==> src/rtl/seg_display_scheduler_if.sv <==
`default_nettype none
// ============================================================================
// Module   : seg_display_scheduler_if
// Purpose  : Source-side buses and scan-driver outputs of the display scheduler.
// Revision : 1.0 - initial release
// ============================================================================
interface seg_display_scheduler_if;
  logic [23:0] bg_data;
  logic [5:0]  bg_en;
  logic [5:0]  bg_dot;
  logic        fg_req;
  logic [23:0] fg_data;
  logic [5:0]  fg_en;
  logic [5:0]  fg_dot;
  logic [15:0] fg_hold_ms;
  logic        fg_blink;
  logic        fg_ack;
  logic        fg_active;
  logic [3:0]  seg_data_1;
  logic [3:0]  seg_data_2;
  logic [3:0]  seg_data_3;
  logic [3:0]  seg_data_4;
  logic [3:0]  seg_data_5;
  logic [3:0]  seg_data_6;
  logic [5:0]  seg_data_en;
  logic [5:0]  seg_dot_en;

  modport master (
    output bg_data, bg_en, bg_dot,
    output fg_req, fg_data, fg_en, fg_dot, fg_hold_ms, fg_blink,
    input  fg_ack, fg_active,
    input  seg_data_1, seg_data_2, seg_data_3, seg_data_4, seg_data_5, seg_data_6,
    input  seg_data_en, seg_dot_en
  );

  modport slave (
    input  bg_data, bg_en, bg_dot,
    input  fg_req, fg_data, fg_en, fg_dot, fg_hold_ms, fg_blink,
    output fg_ack, fg_active,
    output seg_data_1, seg_data_2, seg_data_3, seg_data_4, seg_data_5, seg_data_6,
    output seg_data_en, seg_dot_en
  );
endinterface
`default_nettype wire

==> src/rtl/seg_display_scheduler.sv <==
`default_nettype none
// ============================================================================
// Module   : seg_display_scheduler
// Purpose  : Chooses background or held/blinking foreground message for the
//            6-digit scan driver, with invalid-digit blanking.
// Revision : 1.0 - initial release
// ============================================================================
module seg_display_scheduler #(
  parameter int TICK_DIV = 12000,
  parameter int HOLD_MS  = 2000,
  parameter int BLINK_MS = 250
) (
  input  wire                    clk_in,
  input  wire                    rst_n_in,
  seg_display_scheduler_if.slave bus
);

  localparam int TICK_W  = (TICK_DIV > 1) ? $clog2(TICK_DIV) : 1;
  localparam int BLINK_W = (BLINK_MS > 1) ? $clog2(BLINK_MS) : 1;
  localparam logic [TICK_W-1:0]  c_tick_last    = TICK_W'(TICK_DIV - 1);
  localparam logic [BLINK_W-1:0] c_blink_last   = BLINK_W'(BLINK_MS - 1);
  localparam logic [15:0]        c_hold_default = 16'(HOLD_MS);

  typedef enum logic [0:0] {
    ST_BG   = 1'b0,
    ST_SHOW = 1'b1
  } state_t;

  state_t             r_state;
  state_t             w_state_nx;
  logic [TICK_W-1:0]  r_tick_cnt;
  logic [15:0]        r_hold_cnt;
  logic [15:0]        w_hold_nx;
  logic [BLINK_W-1:0] r_blink_cnt;
  logic [BLINK_W-1:0] w_blink_cnt_nx;
  logic               r_phase_on;
  logic               w_phase_on_nx;
  logic               r_ack;
  logic               r_active;

  logic [23:0]        r_sh_data;
  logic [5:0]         r_sh_en;
  logic [5:0]         r_sh_dot;
  logic               r_sh_blink;

  logic [23:0]        r_seg_data;
  logic [5:0]         r_seg_en;
  logic [5:0]         r_seg_dot;

  logic               w_tick;
  logic               w_capture;
  logic [15:0]        w_hold_sel;
  logic [23:0]        w_src_data;
  logic [5:0]         w_src_en;
  logic [5:0]         w_src_dot;
  logic               w_src_blink;
  logic               w_blank;
  logic [5:0]         w_digit_ok;

  assign w_tick     = (r_tick_cnt == c_tick_last);
  assign w_capture  = bus.fg_req && !r_ack;
  assign w_hold_sel = (bus.fg_hold_ms == 16'd0) ? c_hold_default : bus.fg_hold_ms;

  // Next timing state; a capture overrides any tick arriving in the same cycle.
  always_comb begin
    w_state_nx     = r_state;
    w_hold_nx      = r_hold_cnt;
    w_blink_cnt_nx = r_blink_cnt;
    w_phase_on_nx  = r_phase_on;
    if (w_capture) begin
      w_state_nx     = ST_SHOW;
      w_hold_nx      = w_hold_sel;
      w_blink_cnt_nx = '0;
      w_phase_on_nx  = 1'b1;
    end else if ((r_state == ST_SHOW) && w_tick) begin
      w_hold_nx = r_hold_cnt - 16'd1;
      if (r_hold_cnt == 16'd1) begin
        w_state_nx = ST_BG;
      end
      if (r_blink_cnt == c_blink_last) begin
        w_blink_cnt_nx = '0;
        w_phase_on_nx  = ~r_phase_on;
      end else begin
        w_blink_cnt_nx = r_blink_cnt + 1'b1;
      end
    end
  end

  // Source for the next displayed frame, taken from the next state so the
  // display and fg_active change on the same edge.
  always_comb begin
    w_src_data  = bus.bg_data;
    w_src_en    = bus.bg_en;
    w_src_dot   = bus.bg_dot;
    w_src_blink = 1'b0;
    if (w_capture) begin
      w_src_data  = bus.fg_data;
      w_src_en    = bus.fg_en;
      w_src_dot   = bus.fg_dot;
      w_src_blink = bus.fg_blink;
    end else if (w_state_nx == ST_SHOW) begin
      w_src_data  = r_sh_data;
      w_src_en    = r_sh_en;
      w_src_dot   = r_sh_dot;
      w_src_blink = r_sh_blink;
    end
  end

  assign w_blank = w_src_blink && !w_phase_on_nx;

  for (genvar k = 0; k < 6; k++) begin : g_digit
    assign w_digit_ok[k] = (w_src_data[4*k +: 4] <= 4'd9);
  end

  always_ff @(posedge clk_in or negedge rst_n_in) begin
    if (!rst_n_in) begin
      r_state     <= ST_BG;
      r_tick_cnt  <= '0;
      r_hold_cnt  <= '0;
      r_blink_cnt <= '0;
      r_phase_on  <= 1'b1;
      r_ack       <= 1'b0;
      r_active    <= 1'b0;
      r_sh_data   <= '0;
      r_sh_en     <= '0;
      r_sh_dot    <= '0;
      r_sh_blink  <= 1'b0;
      r_seg_data  <= '0;
      r_seg_en    <= '0;
      r_seg_dot   <= '0;
    end else begin
      r_state     <= w_state_nx;
      r_hold_cnt  <= w_hold_nx;
      r_blink_cnt <= w_blink_cnt_nx;
      r_phase_on  <= w_phase_on_nx;
      r_ack       <= w_capture;
      r_active    <= (w_state_nx == ST_SHOW);

      if (w_capture || w_tick) begin
        r_tick_cnt <= '0;
      end else begin
        r_tick_cnt <= r_tick_cnt + 1'b1;
      end

      if (w_capture) begin
        r_sh_data  <= bus.fg_data;
        r_sh_en    <= bus.fg_en;
        r_sh_dot   <= bus.fg_dot;
        r_sh_blink <= bus.fg_blink;
      end

      // Codes always pass through; only the enables are blanked.
      r_seg_data <= w_src_data;
      r_seg_en   <= w_src_en & w_digit_ok & {6{~w_blank}};
      r_seg_dot  <= w_src_dot & {6{~w_blank}};
    end
  end

  assign bus.fg_ack      = r_ack;
  assign bus.fg_active   = r_active;
  assign bus.seg_data_1  = r_seg_data[3:0];
  assign bus.seg_data_2  = r_seg_data[7:4];
  assign bus.seg_data_3  = r_seg_data[11:8];
  assign bus.seg_data_4  = r_seg_data[15:12];
  assign bus.seg_data_5  = r_seg_data[19:16];
  assign bus.seg_data_6  = r_seg_data[23:20];
  assign bus.seg_data_en = r_seg_en;
  assign bus.seg_dot_en  = r_seg_dot;

endmodule
`default_nettype wire

==> src/flat_wrapper.sv <==
// flat-port wrapper written by rule: the top's interface ports become plain ports
module seg_display_scheduler_flat 
#(
  parameter int TICK_DIV = 12000,
  parameter int HOLD_MS  = 2000,
  parameter int BLINK_MS = 250
)
  (clk_in, rst_n_in, bus_bg_data, bus_bg_en, bus_bg_dot, bus_fg_req, bus_fg_data, bus_fg_en, bus_fg_dot, bus_fg_hold_ms, bus_fg_blink, bus_fg_ack, bus_fg_active, bus_seg_data_1, bus_seg_data_2, bus_seg_data_3, bus_seg_data_4, bus_seg_data_5, bus_seg_data_6, bus_seg_data_en, bus_seg_dot_en);
  seg_display_scheduler_if bus_i ();
  input  wire clk_in;
  input  wire rst_n_in;
  input wire logic [$bits(bus_i.bg_data)-1:0] bus_bg_data;
  input wire logic [$bits(bus_i.bg_en)-1:0] bus_bg_en;
  input wire logic [$bits(bus_i.bg_dot)-1:0] bus_bg_dot;
  input wire logic [$bits(bus_i.fg_req)-1:0] bus_fg_req;
  input wire logic [$bits(bus_i.fg_data)-1:0] bus_fg_data;
  input wire logic [$bits(bus_i.fg_en)-1:0] bus_fg_en;
  input wire logic [$bits(bus_i.fg_dot)-1:0] bus_fg_dot;
  input wire logic [$bits(bus_i.fg_hold_ms)-1:0] bus_fg_hold_ms;
  input wire logic [$bits(bus_i.fg_blink)-1:0] bus_fg_blink;
  output wire logic [$bits(bus_i.fg_ack)-1:0] bus_fg_ack;
  output wire logic [$bits(bus_i.fg_active)-1:0] bus_fg_active;
  output wire logic [$bits(bus_i.seg_data_1)-1:0] bus_seg_data_1;
  output wire logic [$bits(bus_i.seg_data_2)-1:0] bus_seg_data_2;
  output wire logic [$bits(bus_i.seg_data_3)-1:0] bus_seg_data_3;
  output wire logic [$bits(bus_i.seg_data_4)-1:0] bus_seg_data_4;
  output wire logic [$bits(bus_i.seg_data_5)-1:0] bus_seg_data_5;
  output wire logic [$bits(bus_i.seg_data_6)-1:0] bus_seg_data_6;
  output wire logic [$bits(bus_i.seg_data_en)-1:0] bus_seg_data_en;
  output wire logic [$bits(bus_i.seg_dot_en)-1:0] bus_seg_dot_en;
  assign bus_i.bg_data = bus_bg_data;
  assign bus_i.bg_en = bus_bg_en;
  assign bus_i.bg_dot = bus_bg_dot;
  assign bus_i.fg_req = bus_fg_req;
  assign bus_i.fg_data = bus_fg_data;
  assign bus_i.fg_en = bus_fg_en;
  assign bus_i.fg_dot = bus_fg_dot;
  assign bus_i.fg_hold_ms = bus_fg_hold_ms;
  assign bus_i.fg_blink = bus_fg_blink;
  assign bus_fg_ack = bus_i.fg_ack;
  assign bus_fg_active = bus_i.fg_active;
  assign bus_seg_data_1 = bus_i.seg_data_1;
  assign bus_seg_data_2 = bus_i.seg_data_2;
  assign bus_seg_data_3 = bus_i.seg_data_3;
  assign bus_seg_data_4 = bus_i.seg_data_4;
  assign bus_seg_data_5 = bus_i.seg_data_5;
  assign bus_seg_data_6 = bus_i.seg_data_6;
  assign bus_seg_data_en = bus_i.seg_data_en;
  assign bus_seg_dot_en = bus_i.seg_dot_en;
  seg_display_scheduler #(.TICK_DIV(TICK_DIV), .HOLD_MS(HOLD_MS), .BLINK_MS(BLINK_MS)) u_core (.clk_in(clk_in), .rst_n_in(rst_n_in), .bus(bus_i));
endmodule
==> config.mk <==
export PLATFORM = sky130hd
export DESIGN_NAME = seg_display_scheduler_flat
export DESIGN_NICKNAME = d
export VERILOG_FILES = /design/src/rtl/seg_display_scheduler_if.sv /design/src/rtl/seg_display_scheduler.sv /design/src/flat_wrapper.sv
export SDC_FILE = /design/constraint.sdc
export NUM_CORES = 1
export LEC_CHECK = 0
export CORE_ASPECT_RATIO = 0.6
export CORE_UTILIZATION = 60
export DETAILED_ROUTE_END_ITERATION = 12
export DONT_BUFFER_PORTS = 1
export HOLD_SLACK_MARGIN = 0.15
export PLACE_DENSITY = 0.79
export SYNTH_ARGS = -nofsm -noshare
export SYNTH_HDL_FRONTEND = slang
export SYNTH_SLANG_ARGS = --single-unit
export TNS_END_PERCENT = 20
==> constraint.sdc <==
create_clock -name clk_in -period 5.1 [get_ports clk_in]
set_clock_uncertainty 0.1 [all_clocks]
set_input_delay 0.765 -clock clk_in [delete_from_list [all_inputs] [get_ports clk_in]]
set_output_delay 0.765 -clock clk_in [all_outputs]
set_load 0.02 [all_outputs]
==> results of run 1 <==
==> worst reg2reg max path: cells and delay by family (launching register included) <==
family,cells,cell delay (ps)
buf+inv,1,370
fa+ha+maj,1,240
compound gates,2,980
flops,1,390
mux,1,360
simple gates,3,620
==> placed cells by master (no fill, tap or decap), types with 2 or more instances in the layout <==
| cell | n |
|---|---|
| dfrtp_1 | 113 |
| and3b_1 | 3 |
| a211oi_2 | 3 |
| and4_1 | 2 |
| nand2_1 | 115 |
| and2_1 | 12 |
| buf_4 | 5 |
| o21ai_1 | 2 |
| clkinv_2 | 6 |
| nand3_1 | 14 |
| a31oi_1 | 3 |
| clkinv_4 | 2 |
| ha_1 | 5 |
| and3_1 | 6 |
| xor2_1 | 15 |
| nor3b_1 | 2 |
| nor2_1 | 34 |
| bufinv_16 | 2 |
| mux2_2 | 16 |
| o21ai_0 | 28 |
| clkinvlp_4 | 3 |
| or2_0 | 3 |
| xnor2_1 | 9 |
| a21o_1 | 6 |
| a21oi_1 | 31 |
| clkbuf_16 | 17 |
| nor4_2 | 4 |
| inv_1 | 15 |
| nand4_1 | 4 |
| nor3_1 | 7 |
| mux2i_1 | 18 |
| o211ai_1 | 4 |
| nor4_1 | 8 |
| o21a_1 | 3 |
| nand3b_1 | 4 |
==> routing by layer <==
layer / routed length [um] / vias up / GRT usage (%)
met3: 1130 / 9 / 10.6
met4: 91 / 0 / 8.03
met5: 0 / - / 0
met1: 5090 / 1847 / 35.3
li1: - / 1806 / -
met2: 5120 / 164 / 38.3
==> path summary, 6_finish.rpt <==
kind | start | end | slack, ps | cells after the start
min in group clk_in | u_core.r_sh_data[9] | u_core.r_sh_data[9] | 370 | 2
max reg2reg | u_core.r_tick_cnt[0] | u_core.bus.seg_dot_en[1] | 1930 | 8
min | rst_n_in | u_core.r_sh_data[23] | 170 | 1
min reg2reg | u_core.r_sh_data[9] | u_core.r_sh_data[9] | 370 | 2
max in group asynchronous | rst_n_in | u_core.r_seg_data[22] | 4270 | 1
max | u_core.r_tick_cnt[0] | u_core.bus.seg_dot_en[1] | 1930 | 8
==> where the power goes <==
group / total [mW] / internal [mW] / switching [mW]
Combinational: 0.216 / 0.0873 / 0.129
Sequential: 1.13 / 1.01 / 0.119
Clock: 1.14 / 0.727 / 0.415
==> cell type report <==
| cell class | instances | area (um2) |
|---|---|---|
| timing repair buffer | 6 | 65.1 |
| multi-input combinational | 374 | 2260 |
| inverter | 16 | 60.1 |
| sequential | 114 | 2850 |
| tap | 112 | 140 |
| fill | 620 | 2570 |
| clock inverter | 14 | 139 |
| clock buffer | 18 | 439 |
==> cells by family (layout without fill, tap and decap cells) <==
group / Yosys count / in the layout
AO/OA/AOI/OAI: 86 / 86
XOR/XNOR: 24 / 24
adder cells (fa/ha/maj): 5 / 5
buffers and inverters: 40 / 54
flip-flops: 114 / 114
multiplexers: 34 / 34
AND/OR/NAND/NOR: 225 / 225
==> metrics by stage <==
step	instance area [um2]	power [mW]	instances	hold slack, ps	utilization, %
finish	5960	2.49	654	170	69.9
CTS	5960	2.50	654	226	69.9
global placement	5350	1.32	621	345	62.8
floorplan	5290	1.28	528	332	-
detailed placement	5350	1.34	621	355	62.8
global route	5960	2.59	654	216	69.9
==> sequential cells by signal, indices dropped and copies added, names as in the netlist, 8 cells and up <==
register and flops:
u_core.r_sh_data 24, u_core.r_tick_cnt 14, u_core.r_hold_cnt 16, u_core.r_blink_cnt 8
u_core.r_seg_data 24
==> impl_metrics.yaml, run 1 <==
outcome:
  status: "complete, no violations"
logic_synthesis:
  synth_area_leaders: "dfrtp_1 53%, nand2_1 8.2%, mux2i_1 3.4%"
  synth-seq-area-share_pct: 53.9
  yosys-mux-area-fraction_pct: 6.81
  syn-cell-area_um2: 5290
  ys_types: 50
  synth_top_family_by_area: "simple AND/OR/NAND/NOR gates"
  synth_xor_xnor_area_share_pct: 3.97
  avgSynthCellArea_um2: 10.0
  ys_warn_count: 0
  synth_top_cell_by_area: "dfrtp_1"
  synth-compound-area-share_pct: 9.77
  synth-edff-count: 0
  synth_fp_nets: 625
  synthAdderAreaFrac_pct: 1.18
  syn_inst: 528
  post-synth-top-area-fraction_pct: 53.4
  synth_common_cells: "115 x nand2_1, 113 x dfrtp_1, 34 x nor2_1"
  synth_top_flop_cell: "dfrtp_1"
  synth-seq-cells: 114
  synth_simple_gate_area_share_pct: 20.8
  yosysMostFrequentCell: "nand2_1"
  async_flop_share_pct: 100
sta:
  fin_setup_tns_ps: 0
  tightest_slew_ps: 1100
  fmax_mhz: 315
  drv_slew: 0
  setup_viol: 0
  relSlewSlack_pct: 26.9
  finalWorstSetupSlack_ps: 1930
  finalCriticalPeriod_ps: 3170
  rsz0062_at_grt: "no"
  finalHoldViolCount: 0
  period_share_pct: 62.2
floorplan:
  core_area_um2: 8520
  rows: 26
  dieArea_um2: 9210
  die_h_um: 74.7
  initial_core_util_pct: 62.1
  pin_count: 130
  die_w_um: 123
setup_path:
  worstPathArrival_ps: 3360
  cp-end-kind: "register"
  cp_max_fo: 25
  path_delay_family: "compound AO/OA/AOI/OAI gates"
  cp.required_ps: 5280
  cpMaxStageDelayCell: "a21bo_1"
  worst-path-buf-inv: 1
  crit_chain: "ha_1 > nand4_2 > nor4_2 > a21bo_1 > buf_4 > mux2_2 > nand2_1 > a21oi_1"
  crit_path_start_kind: "register"
  crit_type: "register to register"
  max_stage_delay_ps: 900
run:
  drv_cap: 0
route:
  wl_per_cell_um: 17.5
  drtPass1Iterations: 5
  vias: 3826
  drt-total-wl_mm: 11.4
  drtIter0Drc: 214
  drc: 0
  antenna_left: 0
  routed_via_density: 5.85
clock_network:
  cts_sinks: 114
  clock_latency_ps: 410
  cts_resized: 0
  cts_root_buf: "clkbuf_16"
  cts_tree: "yes"
  htreeDepth: 4
  holdBufCountCts: 1
  path_clk_slew_ps: 50
  post_cts_buffers: 0
  clock_path_buffers: 2
  cts_made_buffers: 17
global_route:
  grt_pass1_vias: 3641
  gr-total-overflow: 0
  antenna_found_initial: 0
  grt_usage_pct: 26.0
  grt_max_degree: 115
  grt_pass1_wl_mm: 17.8
power:
  p_leak_nw: 2.67
  ir_drop_mv: 0.235
  powerDensity_nw_per_um2: 417
cells_and_area:
  synthToLayoutAreaGrowth_pct: 12.6
  n_antenna_cell: 0
  nets: 626
  drive_above_1_share_pct: 12.7
placement:
  pre_cts_ws_ps: 1920
  gp_congestion: 0.863
  io_buffers: 0
  hpwl_mm: 7.68
worst_hold_path:
  min_path_type: "input pin to async pin"
Power figures use the tool's default switching activity.
==> inputs of run 2 (changes only) <==
- clock period: 5.1 -> 3.3 ns (I/O delays scaled with it)
==> run 2 against run 1 <==
- via count grew 5.0%
- fmax up 18%
- non-clock buffer count increased by 45
- sequential share of layout area fell by 3.6 points
- setup slack got worse by 1300 ps
- die area unchanged
- global-route usage is 2.2 points higher
- critical endpoint is now u_core.bus.seg_data_en[0]
- hold slack worse by 4.5 ps
- count of clock-buffer cells in the layout grew 6
- routed wire length increased by 11%
- power rose by 60%
- sequential cell count unchanged
==> impl_metrics.yaml, run 2 (synthesis results as in run 1) <==
sta:
  finalCriticalPeriod_ps: 2690
  finalHoldViolCount: 0
  rsz0062_at_grt: "no"
  drv_slew: 0
  setup_viol: 0
  fin_setup_tns_ps: 0
  tightest_slew_ps: 709
  relSlewSlack_pct: 52.7
  fmax_mhz: 372
  period_share_pct: 81.4
placement:
  io_buffers: 0
  hpwl_mm: 7.95
  gp_congestion: 0.933
outcome:
  status: "complete, no violations"
cells_and_area:
  synthToLayoutAreaGrowth_pct: 21.7
  drive_above_1_share_pct: 11.8
  layout_commonest_cell: "nand2_1"
  nets: 671
  n_antenna_cell: 0
  final_cell_mix: "115 x nand2_1, 113 x dfrtp_1, 43 x dlygate4sd3_1"
  fin_util_pct: 75.5
  biggestRegsByFlops: "u_core.r_seg_data: 24 flops, u_core.r_sh_data: 24 flops, u_core.r_hold_cnt: 16 flops"
global_route:
  grt_pass1_vias: 3813
  antenna_found_initial: 0
  gr-total-overflow: 0
  grt_usage_pct: 28.2
  grt_pass1_wl_mm: 18.8
  grt_max_degree: 115
worst_hold_path:
  whs_path_depth: 1
  hold_end: "u_core.r_seg_data[14]"
  holdCritStartpoint: "bus_bg_data[14]"
  min_path_type: "input pin to register"
clock_network:
  cts_resized: 0
  cts_made_buffers: 17
  path_clk_slew_ps: 50
  htreeDepth: 4
  clock_latency_ps: 410
  clock_path_buffers: 2
  cts_root_buf: "clkbuf_16"
  cts_tree: "yes"
  cts_sinks: 114
setup_path:
  r2r_cells: 8
  r2r_slack_ps: 610
  cp.required_ps: 3540
  worstPathArrival_ps: 2930
  crit_type: "register to register"
  r2r-end: "u_core.bus.seg_data_en[0]"
  crit_path_start_kind: "register"
  reg2reg_from: "u_core.r_tick_cnt[0]"
  cp_max_fo: 34
  cp-end-kind: "register"
floorplan:
  pin_count: 130
  dieArea_um2: 9210
  die_h_um: 74.7
  rows: 26
  die_w_um: 123
  core_area_um2: 8520
  initial_core_util_pct: 62.1
power:
  powerDensity_nw_per_um2: 616
  ir_drop_mv: 0.402
  p_total_mw: 3.97
  p_leak_nw: 2.87
route:
  drtPass1Iterations: 5
  drt-total-wl_mm: 12.6
  antenna_left: 0
  wl_per_cell_um: 18.1
  drtIter0Drc: 273
  drc: 0
  routed_via_density: 5.75
  vias: 4017
run:
  drv_cap: 0
## run 2: changes by cell type in the layout (fill, tap and decap cells not counted)
cell           change
buf_12             +1
buf_4              +1
clkbuf_1           +2
clkbuf_8           +4
clkinv_2           -4
clkinv_4           -2
clkinvlp_4         +1
dlygate4sd3_1     +43
inv_6              -1
## run 2: layout make-up
cell class,instances,area [um2]
Tap cell,112,140
Inverter,16,60.1
Multi-Input combinational cell,374,2260
Fill cell,540,2090
Sequential cell,114,2850
Timing Repair Buffer,51,523
Clock inverter,8,100
Clock buffer,24,502
## run 2: through the flow
| step | std cells | setup slack (ps) | instance area (um2) | hold WS [ps] |
|---|---|---|---|---|
| 3_3_place_gp | 623 | 889 | 5380 | 103 |
| 6_report | 699 | 615 | 6440 | 166 |
| 5_1_grt | 699 | 434 | 6440 | 152 |
| 2_1_floorplan | 528 | 983 | 5290 | 99.4 |
| 4_1_cts | 699 | 591 | 6440 | 155 |
| 3_5_place_dp | 623 | 614 | 5380 | 102 |
## run 2: critical path, stage by stage (launching register included)
cell     delay, ps
dfrtp_1        400
ha_1           250
nand4_2        180
nor4_2         410
a21bo_1        210
buf_12         230
mux2_2         380
o21ai_0        250
and3b_1        210
## run 2: worst max-delay path by stage
stage                                 to            startpoint  slack (ps)  depth (start not counted)
6_report       u_core.bus.seg_data_en[0]  u_core.r_tick_cnt[0]         610                          8
5_1_grt        u_core.bus.seg_data_en[0]  u_core.r_tick_cnt[0]         430                          8
4_1_cts        u_core.bus.seg_data_en[0]  u_core.r_tick_cnt[0]         590                          8
3_5_place_dp   u_core.bus.seg_data_en[0]  u_core.r_tick_cnt[0]         610                          8
3_3_place_gp   u_core.bus.seg_data_en[0]  u_core.r_tick_cnt[0]         890                          8
2_1_floorplan  u_core.bus.seg_data_en[3]  u_core.r_tick_cnt[0]         980                          8
## run 2: repair_timing
item,CTS,global route
hold endpoints to repair,166,0
hold buffers,44,0
buffers inserted,0,0
## run 2: per-layer routing
metal | vias to the layer above | part of all wire (%) | global-route usage [%]
met2 | 184 | 46 | 43.9
li1 | 1892 | - | -
met3 | 15 | 9.8 | 10.8
met1 | 1926 | 43 | 36.3
met5 | - | 0 | 0
met4 | 0 | 0.99 | 10.4
## run 2: where the power goes
group	leakage [nW]	switching [mW]	internal, mW
sequential	1.42	0.188	1.56
combinational	1.17	0.215	0.169
clock	0.284	0.626	1.21
==> inputs of run 3 (changes only) <==
- CORE_UTILIZATION: 60 -> 57
- PLACE_DENSITY: 0.79 -> 0.78
- clock period: 3.3 -> 2.3 ns (I/O delays scaled with it)
==> run 3 against run 2 <==
- the flow now finishes with violations (hold timing, setup timing)
- core utilization is 6.7 points higher
- via count increased by 11%
- sequential cell count unchanged
- register-to-register slack worse by 720 ps
- final cell count increased by 8.7%
- hold slack got worse by 640 ps
- global-route usage up 2.4 points
- setup slack lost 720 ps
- count of clock-buffer cells in the layout shrank 5
- fmax grew 12%
- combinational power rose by 67%
- critical path depth unchanged
- critical endpoint is now u_core.bus.seg_data_en[5]
- largest power group unchanged
- highest routed layer unchanged
==> impl_metrics.yaml, run 3 (synthesis results as in run 1) <==
global_route:
  antenna_found_initial: 0
  grt_pass1_wl_mm: 22.8
  grt_pass1_vias: 4534
  grt_max_degree: 115
  gr-total-overflow: 0
  grt_usage_pct: 30.6
power:
  clkPwrFrac_pct: 46.5
  power_frac_seq_pct: 42.6
  p_leak_nw: 3.23
  p_sw_share_pct: 26.2
  ir_drop_mv: 0.543
  p_comb_share_pct: 10.9
  intPower_mw: 4.37
  p_sw_mw: 1.55
  powerDensity_nw_per_um2: 822
cells_and_area:
  synthToLayoutAreaGrowth_pct: 35.9
  layout_commonest_cell: "nand2_1"
  drive_above_1_share_pct: 17.1
  multi_input_area_um2: 2360
  stdcell_count: 760
  nets: 732
  biggestRegsByFlops: "u_core.r_seg_data: 24 flops, u_core.r_sh_data: 24 flops, u_core.r_hold_cnt: 16 flops"
  n_antenna_cell: 0
  final_cell_mix: "114 x nand2_1, 113 x dfrtp_1, 76 x dlygate4sd3_1"
  finalInstanceArea_um2: 7190
  nFillCells: 449
  seq_area_um2: 2850
clock_network:
  holdBufCountCts: 76
  clock_latency_ps: 410
  cts_tree: "yes"
  cts_root_buf: "clkbuf_16"
  cts_sinks: 114
  path_clk_slew_ps: 60
  htreeDepth: 4
  cts_made_buffers: 17
  clock_path_buffers: 2
floorplan:
  initial_core_util_pct: 60.5
  die_h_um: 76.6
  die_w_um: 126
  core_area_um2: 8750
  rows: 26
  pin_count: 130
  dieArea_um2: 9680
sta:
  rsz0062_at_grt: "yes"
  setup_viol: 11
  tightest_slew_ps: 535
  timing.hold.ws_ps: -469
  finalWorstSetupSlack_ps: -100
  drv_slew: 0
  finalCriticalPeriod_ps: 2400
  period_share_pct: 104
  fmax_mhz: 417
  relSlewSlack_pct: 64.0
  finalHoldViolCount: 114
  fin_setup_tns_ps: -727
worst_hold_path:
  min_path_type: "input pin to async pin"
setup_path:
  cp.required_ps: 2480
  cp_max_fo: 7
  crit_type: "register to register"
  r2r_slack_ps: -100
  cp-end-kind: "register"
  path_delay_family: "simple AND/OR/NAND/NOR gates"
  worstPathArrival_ps: 2580
  crit_chain: "ha_4 > nand4_4 > nor4_4 > nand3_1 > xor2_1 > nor4b_2 > buf_4 > and3b_1"
  max_stage_delay_ps: 390
  cpMaxStageDelayCell: "dfrtp_1"
  crit_path_start_kind: "register"
  worst-path-buf-inv: 1
outcome:
  status: "complete, but fails checks"
  violations: "hold timing, setup timing"
route:
  drtIter0Drc: 277
  drtPass1Iterations: 5
  drt-total-wl_mm: 14.9
  antenna_left: 0
  drc: 0
  routed_via_density: 5.85
  vias: 4448
  wl_per_cell_um: 19.7
placement:
  hpwl_mm: 8.15
  gp_congestion: 0.833
  dp.cells: 637
  io_buffers: 0
  place_area_um2: 5510
run:
  drv_cap: 0
## run 3: power groups by stage
stage / Combinational [mW] / Sequential [mW] / Clock, mW
2_1_floorplan: 0.358 / 2.49 / 0
3_3_place_gp: 0.444 / 2.51 / 0
3_5_place_dp: 0.471 / 2.53 / 0
4_1_cts: 0.589 / 2.50 / 2.77
5_1_grt: 0.710 / 2.54 / 2.87
6_report: 0.643 / 2.52 / 2.75
## run 3: worst register-to-register path, stage by stage (launching register included)
cell	delay, ps
dfrtp_1	390
ha_4	160
nand4_4	110
nor4_4	370
nand3_1	150
xor2_1	250
nor4b_2	310
buf_4	230
and3b_1	210
## run 3: worst paths after layout
path / startpoint / end / cells past startpoint
worst max register to register: u_core.r_tick_cnt[1] / u_core.bus.seg_data_en[5] / 8
max in group asynchronous: rst_n_in / u_core.r_phase_on / 0
worst min-delay path: rst_n_in / u_core.r_sh_data[23] / 0
worst min register to register: u_core.r_sh_data[23] / u_core.r_sh_data[23] / 2
worst max-delay path: u_core.r_tick_cnt[1] / u_core.bus.seg_data_en[5] / 8
min in group clk_in: bus_bg_data[10] / u_core.r_seg_data[10] / 2
## run 3: stage by stage
step	utilization (%)	setup slack, ps	power (mW)
global placement	62.9	73.9	2.96
detailed placement	62.9	-117	3.00
finish	82.2	-100	5.92
floorplan	-	6.73	2.84
global route	82.2	-152	6.12
CTS	79.1	-12.5	5.85
## run 3: cell type report
class,count,area share (%)
clock buffers,19,6.02
clock inverters,13,2.57
inverters,16,0.835
multi-input cells,374,32.8
flip-flops and latches,114,39.7
well taps,112,1.95
repair buffers,112,16.1
## run 3: repair_timing
item / CTS / global route
gates resized for setup: 9 / 24
setup buffers: 1 / 11
endpoints found under the setup margin: 13 / 20
pin swaps: 0 / 5
cloned: 0 / 3
hold endpoints to repair: 199 / 114
## run 3: routing by layer
layer	global-route usage, %	part of all wire (%)	vias to the layer above
met1	38.4	41	2186
met3	9.34	7.6	33
li1	-	-	2016
met2	51.0	49	213
met4	9.64	2.2	0
met5	0	0	-
